<file path="src/rtl/typedefs_v2.sv">
// Shared types for the 3-bit-opcode accumulator CPU: opcode and sequencer phase encodings.
package typedefs_v2;

    typedef enum logic [2:0] {
        HLT = 3'd0,
        SKZ = 3'd1,
        ADD = 3'd2,
        AND = 3'd3,
        XOR = 3'd4,
        LDA = 3'd5,
        STO = 3'd6,
        JMP = 3'd7
    } opcode_t;

    typedef enum logic [2:0] {
        INST_ADDR  = 3'd0,
        INST_FETCH = 3'd1,
        INST_LOAD  = 3'd2,
        IDLE       = 3'd3,
        OP_ADDR    = 3'd4,
        OP_FETCH   = 3'd5,
        ALU_OP     = 3'd6,
        STORE      = 3'd7
    } state_t;

endpackage

</file>
<file path="src/rtl/risc_sequencer.sv">
// 8-phase control sequencer: steps the instruction cycle, decodes strobes,
// holds a sticky halt and counts retired instructions.
module risc_sequencer
    import typedefs_v2::*;
#(
    parameter int CNT_W = 16
) (
    input  logic             clk,
    input  logic             rst,
    input  logic             ena,
    input  opcode_t          opcode,
    input  logic             zero,
    output logic             mem_rd,
    output logic             mem_wr,
    output logic             load_ir,
    output logic             inc_pc,
    output logic             load_pc,
    output logic             load_ac,
    output logic             halt,
    output state_t           phase,
    output logic [CNT_W-1:0] instr_cnt
);

    logic halted;
    logic aluop;

    assign aluop = (opcode == ADD) || (opcode == AND) || (opcode == XOR) || (opcode == LDA);

    always_ff @(posedge clk) begin
        if (rst) begin
            phase     <= INST_ADDR;
            halted    <= 1'b0;
            instr_cnt <= '0;
        end else if (ena && !halted) begin
            // HLT freezes the machine in OP_ADDR; it never reaches STORE so is not counted
            if (phase == OP_ADDR && opcode == HLT) begin
                halted <= 1'b1;
            end else begin
                phase <= state_t'(phase + 3'd1);
                if (phase == STORE)
                    instr_cnt <= instr_cnt + 1'b1;
            end
        end
    end

    always_comb begin
        mem_rd  = 1'b0;
        mem_wr  = 1'b0;
        load_ir = 1'b0;
        inc_pc  = 1'b0;
        load_pc = 1'b0;
        load_ac = 1'b0;
        halt    = 1'b0;
        if (halted) begin
            halt = 1'b1;
        end else begin
            case (phase)
                INST_ADDR: ;
                INST_FETCH: mem_rd = 1'b1;
                INST_LOAD, IDLE: begin
                    mem_rd  = 1'b1;
                    load_ir = 1'b1;
                end
                OP_ADDR: begin
                    halt   = (opcode == HLT);
                    inc_pc = (opcode != HLT);
                end
                OP_FETCH: mem_rd = aluop;
                ALU_OP: begin
                    mem_rd  = aluop;
                    load_ac = aluop;
                    inc_pc  = (opcode == SKZ) && zero;
                    load_pc = (opcode == JMP);
                end
                STORE: begin
                    mem_rd  = aluop;
                    load_ac = aluop;
                    inc_pc  = (opcode == JMP);
                    load_pc = (opcode == JMP);
                    mem_wr  = (opcode == STO);
                end
                default: ;
            endcase
        end
    end

endmodule
</file>
<file path="config.mk">
export PLATFORM = sky130hd
export DESIGN_NAME = risc_sequencer
export DESIGN_NICKNAME = d
export VERILOG_FILES = /design/src/rtl/typedefs_v2.sv /design/src/rtl/risc_sequencer.sv
export SDC_FILE = /design/constraint.sdc
export NUM_CORES = 1
export LEC_CHECK = 0
export ABC_CLOCK_PERIOD_IN_PS = 2800
export CAP_MARGIN = 0
export CORE_MARGIN = 3
export CORE_UTILIZATION = 47
export DETAILED_ROUTE_END_ITERATION = 6
export PLACE_DENSITY = 0.9
export SLEW_MARGIN = 25
export SYNTH_ARGS = -nofsm -noshare
export SYNTH_HDL_FRONTEND = slang
export SYNTH_SLANG_ARGS = --single-unit
export TNS_END_PERCENT = 30
</file>
<file path="constraint.sdc">
create_clock -name clk -period 2.8 [get_ports clk]
set_clock_uncertainty 0.15 [all_clocks]
set_input_delay 0.42 -clock clk [delete_from_list [all_inputs] [get_ports clk]]
set_output_delay 0.42 -clock clk [all_outputs]
set_load 0.02 [all_outputs]
</file>
; After elaboration in Yosys (flattened, before gate mapping)
; Index checks and enable logic that the tools add are counted.
[op_classes]
n_addsub = 2
eq_ne = 14
n_mux = 14
bitwise_logic = 1
reduce_logical = 16
[op_table]
columns = op, count
row1 = $eq 3x3->1 const B, 8
row2 = $add 16x1->16 const B, 1
row3 = $eq 3x2->1 const B, 4
row4 = $mux 1, 12
row5 = $eq 3x1->1 const B, 2
row6 = $reduce_or 3->1, 2
row7 = $reduce_and 2->1, 2
row8 = $reduce_or 2->1, 2
row9 = $add 3x1->3 const B, 1
row10 = $logic_and 1x1->1, 3
row11 = $logic_not 3->1, 1
row12 = $logic_or 1x1->1, 3
row13 = $pmux 1 s3, 1
row14 = $reduce_and 3->1, 1
row15 = $reduce_bool 3->1, 1
row16 = $pmux 1 s2, 1
row17 = $logic_not 1->1, 1
row18 = $not 1->1, 1
[word_totals]
reg_bits = 20
input_bits = 7
out_inout_bits = 26
wordCells = 50

; Logic depth before layout (Yosys ltp)
[logic_depth]
ltp_word = 6
ltp_mapped = 8
ltp_nobuf = 6

; Least setup slack after synthesis
; No wires, ideal clock.
[synth_path]
path_type = flip-flop to flip-flop
from = register phase[1]
to = register instr_cnt[13]
setup_ns = 0.123
t_arrival_ns = 2.121
required_time_ns = 2.527
setup_slack_ns = 0.406
path_stages_with_launch = 9
n_path_buf = 2
synth_period_minus_slack_ns = 2.394
cell_sequence = dfxtp_1 > ha_1 > ha_1 > buf_4 > and4_4 > nand4_4 > buf_6 > nor4_1 > mux2_1
[synth_via]
elab_chain_cells = 4
word_cells_on_any_way = 5
cone_classes = eq/ne (2) / bitwise (1) / reduce/logical (2)
[synth_lines]
columns = element, line
row1 = start: declaration, risc_sequencer.sv:20  ; output state_t phase,
row2 = start signal: assignment, risc_sequencer.sv:39  ; phase <= state_t'(phase + 3'd1);
row3 = $eq 3x3->1, risc_sequencer.sv:36  ; if (phase == OP_ADDR && opcode == HLT) begin
row4 = $logic_and 1x1->1, risc_sequencer.sv:36
row5 = $not 1->1 (no source line), -
row6 = $reduce_and 3->1 (no source line) *, -
row7 = end signal: assignment, risc_sequencer.sv:41  ; instr_cnt <= instr_cnt + 1'b1;
row8 = end: declaration, risc_sequencer.sv:21  ; output logic [CNT_W-1:0] instr_cnt
; Mark *: on every way between the ends. The rest lies on a longest branch, timed or not.
; A chain may end at the register's enable or synchronous reset.

; Final worst setup path
[layout_path]
from = input port opcode[1]
to = output port halt
[layout_via]
elab_chain_cells = 3
[layout_lines]
columns = element, line
row1 = start: declaration, risc_sequencer.sv:11  ; input opcode_t opcode,
row2 = $logic_not 3->1, risc_sequencer.sv:65  ; halt = (opcode == HLT);
row3 = $mux 1, risc_sequencer.sv:57  ; case (phase)
row4 = $mux 1, risc_sequencer.sv:54  ; if (halted) begin
row5 = end: declaration, risc_sequencer.sv:19  ; output logic halt,
; Every way passes these cells.

==> run metrics <==
status=completed; Setup Total Neg Slack=0 ns; slew at the pin closest to its max-slew limit=0.463 ns; Worst-path clk slew=0.11 ns; f_max=372 MHz; share of power burned in combinational logic=17.2%; power share of the sequential group=52.7%; Arrival @ worst endpoint=2.12 ns; root cell of the clock tree=sky130_fd_sc_hd__clkbuf_4; unique cell type count in the Yosys netlist=40; share of flip-flops with an asynchronous set or reset=0%; netlist area before placement=1190 µm²; unrepaired setup endpoints after global routing=false; share of final-layout standard cells stronger than drive strength 1=12.9%; area of the die=3170 µm²; initial antenna violation count=0; Setup Fix Bufs, Post-CTS=0; clock tree from TritonCTS=yes; nature of the critical path endpoint=output pin; area after detailed placement=1530 µm²; remaining design rule violation count=0; top_reg_cell synth=sky130_fd_sc_hd__dfxtp_1; internal power component=0.000415 W; number of antenna repair diodes=0; kind of start point of the critical path=input port; Die X-Extent=56.3 µm; non-filler instance count after layout=199; first-pass GRT wire length=5000 µm; count of final setup violators=0; part of the Yosys area used for sequential elements=33.6%; Relative slew margins=69.0%; Placeable Area=2300 µm²; number of vias after detailed routing=1154; Placed Instances=195; number of violations of the max-capacitance limit=0; cell mode on critical path=sky130_fd_sc_hd__clkdlybuf4s50_1; Final Max Slew Viols=0; worst IR drop on VDD=0.292 mV; quantity of gates resized following cts=0; cell type with the largest total area after synthesis=sky130_fd_sc_hd__dfxtp_1; global routing usage summed across all routing layers=19.3%; net switching power figure=0.000149 W; share of the core filled with cells in the final layout=69.3%; Post-synth EDFFs=0; total CTS buffers=3; Initial Utilization=51.9%; worst stage delay on the critical path=0.61 ns; dominant cells by area after synthesis=sky130_fd_sc_hd__dfxtp_1, sky130_fd_sc_hd__ha_1, sky130_fd_sc_hd__a21oi_1; Switching Share=26.5%; leakage power=0.590 nW; type of the most critical hold path=register to register; share of the synthesized area in the top cell type=33.6%; syn avg cell area=8.63 µm²; crit path max fanout=7; total overflow reported by the global router=0; total of buffers placed on input and output ports=32; number of clock sinks seen by CTS=20; ratio of routed vias to standard cells=5.80; pin count of the biggest net entering global routing=16; HPWL after DPL=2140 µm; Pwr per Cell Area=354 nW/µm²; clock network power share=30.1%; synthesis-to-layout area growth=33.7%; Filler Cell Count=187; die boundary height=56.3 µm; cell type of the slowest stage on the worst timing path=sky130_fd_sc_hd__clkdlybuf4s50_1; required time at the worst-slack endpoint=2.23 ns; clock latency of the later-clocked register in the worst-skew pair=0.30 ns; Synthesized Nets=152; maximum level of the CTS H-tree=1; Worst Path Class, Setup=input port to output pin; Synth warnings=0; final RePlAce weighted congestion=0.816; vias in the first global route=1087; post-route clock period utilization=95.9%; Post-Route WL=2940 µm; average wire per standard cell=14.8 µm; cts hold-fix bufs=0; count of state elements after synthesis=20; NumNets Final=186; first-iteration detailed-routing DRC count=36; area of all placed cells without fillers=1590 µm²; I/O pin count=33; crit-path cells=clkdlybuf4s50_1, buf_4, nor2_1, or2_2, clkdlybuf4s50_1; CTS Buffer Depth=2; DRT Pass-1 Iters=4; Final ANT Viol Nets=0; post-route minimum period=2.69 ns; Mapped Cells=138; floorplan row count=17; count of final hold-check violations=0
[layer usage]
metal  global-route usage (%)  up-vias  wire length, µm  part of all wire, %
met4                     3.05        0               14                 0.48
met1                     23.0      541             1230                   42
li1                         -      576                -                    -
met3                     4.83        2              156                  5.3
met2                     35.1       35             1530                   52
met5                        0        -                0                    0
[power by group through the flow]
stage | clock [W] | sequential (W) | combinational, W
floorplan | 0 | 0.000306 | 0.0000467
global placement | 0 | 0.000302 | 0.0000883
detailed placement | 0 | 0.000303 | 0.0000917
CTS | 0.000174 | 0.000296 | 0.0000928
global route | 0.000189 | 0.000299 | 0.000106
finish | 0.000170 | 0.000297 | 0.0000969
[flip-flops by register name, summed over array words and instances (netlist names)]
signal     flops
instr_cnt     16
phase          3
halted         1
[worst paths after layout]
path                                      to  cells after the start  slack (ns)                  startpoint
setup reg to reg  instr_cnt[13]$_SDFFE_PP0P_                      7        0.44       phase[0]$_SDFFE_PP0P_
hold / removal    instr_cnt[15]$_SDFFE_PP0P_                      2        0.36  instr_cnt[15]$_SDFFE_PP0P_
setup / recovery                        halt                      5        0.11                   opcode[1]
hold reg to reg   instr_cnt[15]$_SDFFE_PP0P_                      2        0.36  instr_cnt[15]$_SDFFE_PP0P_
[per-stage QoR]
stage | power (W) | hold WS, ns | setup slack [ns]
after CTS | 0.000563 | 0.349 | 0.0537
after global placement | 0.000390 | 0.315 | 0.113
after floorplan | 0.000352 | 0.401 | 0.406
after global routing | 0.000594 | 0.389 | 0.0258
final | 0.000564 | 0.356 | 0.115
after detailed placement | 0.000394 | 0.330 | 0.0729
[area by class of cell]
cell class	instances	area, µm²	area share (%)
Inverter	5	18.8	1.18
Clock buffer	4	36.3	2.28
Sequential cell	20	403	25.3
Tap cell	28	35.0	2.20
Timing Repair Buffer	37	363	22.8
Multi-Input combinational cell	105	737	46.3
[logic make-up after synthesis]
logic type	Yosys count	synth area share (%)
xor+xnor	4	2.94
simple gates	54	27.4
compound gates	36	19.0
buf+inv	13	6.09
flops	20	33.6
fa+ha+maj	7	7.35
mux	4	3.57
[Yosys cell counts, types with 2 or more instances]
cell type                  instances
sky130_fd_sc_hd__a21oi_1          14
sky130_fd_sc_hd__buf_4             2
sky130_fd_sc_hd__buf_6             2
sky130_fd_sc_hd__clkbuf_1          3
sky130_fd_sc_hd__dfxtp_1          20
sky130_fd_sc_hd__ha_1              7
sky130_fd_sc_hd__inv_1             5
sky130_fd_sc_hd__mux2i_1           2
sky130_fd_sc_hd__nand2_1           7
sky130_fd_sc_hd__nand3_1           5
sky130_fd_sc_hd__nor2_1           14
sky130_fd_sc_hd__nor2b_1           2
sky130_fd_sc_hd__o211ai_1          3
sky130_fd_sc_hd__o21ai_0           6
sky130_fd_sc_hd__o22ai_1           2
sky130_fd_sc_hd__o31ai_1           6
sky130_fd_sc_hd__or2_2             2
sky130_fd_sc_hd__or3_1             7
sky130_fd_sc_hd__or4_1             6
sky130_fd_sc_hd__xnor2_1           2
sky130_fd_sc_hd__xor2_1            2
[placed cells by master (no fill, tap or decap), types with 2 or more instances in the layout]
cell / netlist / final
sky130_fd_sc_hd__xnor2_1: 2 / 2
sky130_fd_sc_hd__nor2_1: 14 / 14
sky130_fd_sc_hd__dfxtp_1: 20 / 18
sky130_fd_sc_hd__o22ai_1: 2 / 2
sky130_fd_sc_hd__dlymetal6s2s_1: 0 / 2
sky130_fd_sc_hd__dfxtp_2: 0 / 2
sky130_fd_sc_hd__nor2b_1: 2 / 2
sky130_fd_sc_hd__or3_1: 7 / 7
sky130_fd_sc_hd__ha_1: 7 / 6
sky130_fd_sc_hd__mux2i_1: 2 / 2
sky130_fd_sc_hd__or2_2: 2 / 2
sky130_fd_sc_hd__or4_1: 6 / 6
sky130_fd_sc_hd__clkbuf_4: 0 / 3
sky130_fd_sc_hd__o31ai_1: 6 / 6
sky130_fd_sc_hd__a21oi_1: 14 / 14
sky130_fd_sc_hd__nand3_1: 5 / 5
sky130_fd_sc_hd__o211ai_1: 3 / 3
sky130_fd_sc_hd__xor2_1: 2 / 2
sky130_fd_sc_hd__nand2_1: 7 / 7
sky130_fd_sc_hd__clkdlybuf4s50_1: 0 / 30
sky130_fd_sc_hd__buf_4: 2 / 5
sky130_fd_sc_hd__o21ai_0: 6 / 6
sky130_fd_sc_hd__inv_1: 5 / 5
[critical path: cells and delay by family]
kind / cells / cell delay [ns]
buf+inv: 3 / 1.36
simple gates: 2 / 0.33
(Power assumes the default switching activity.)
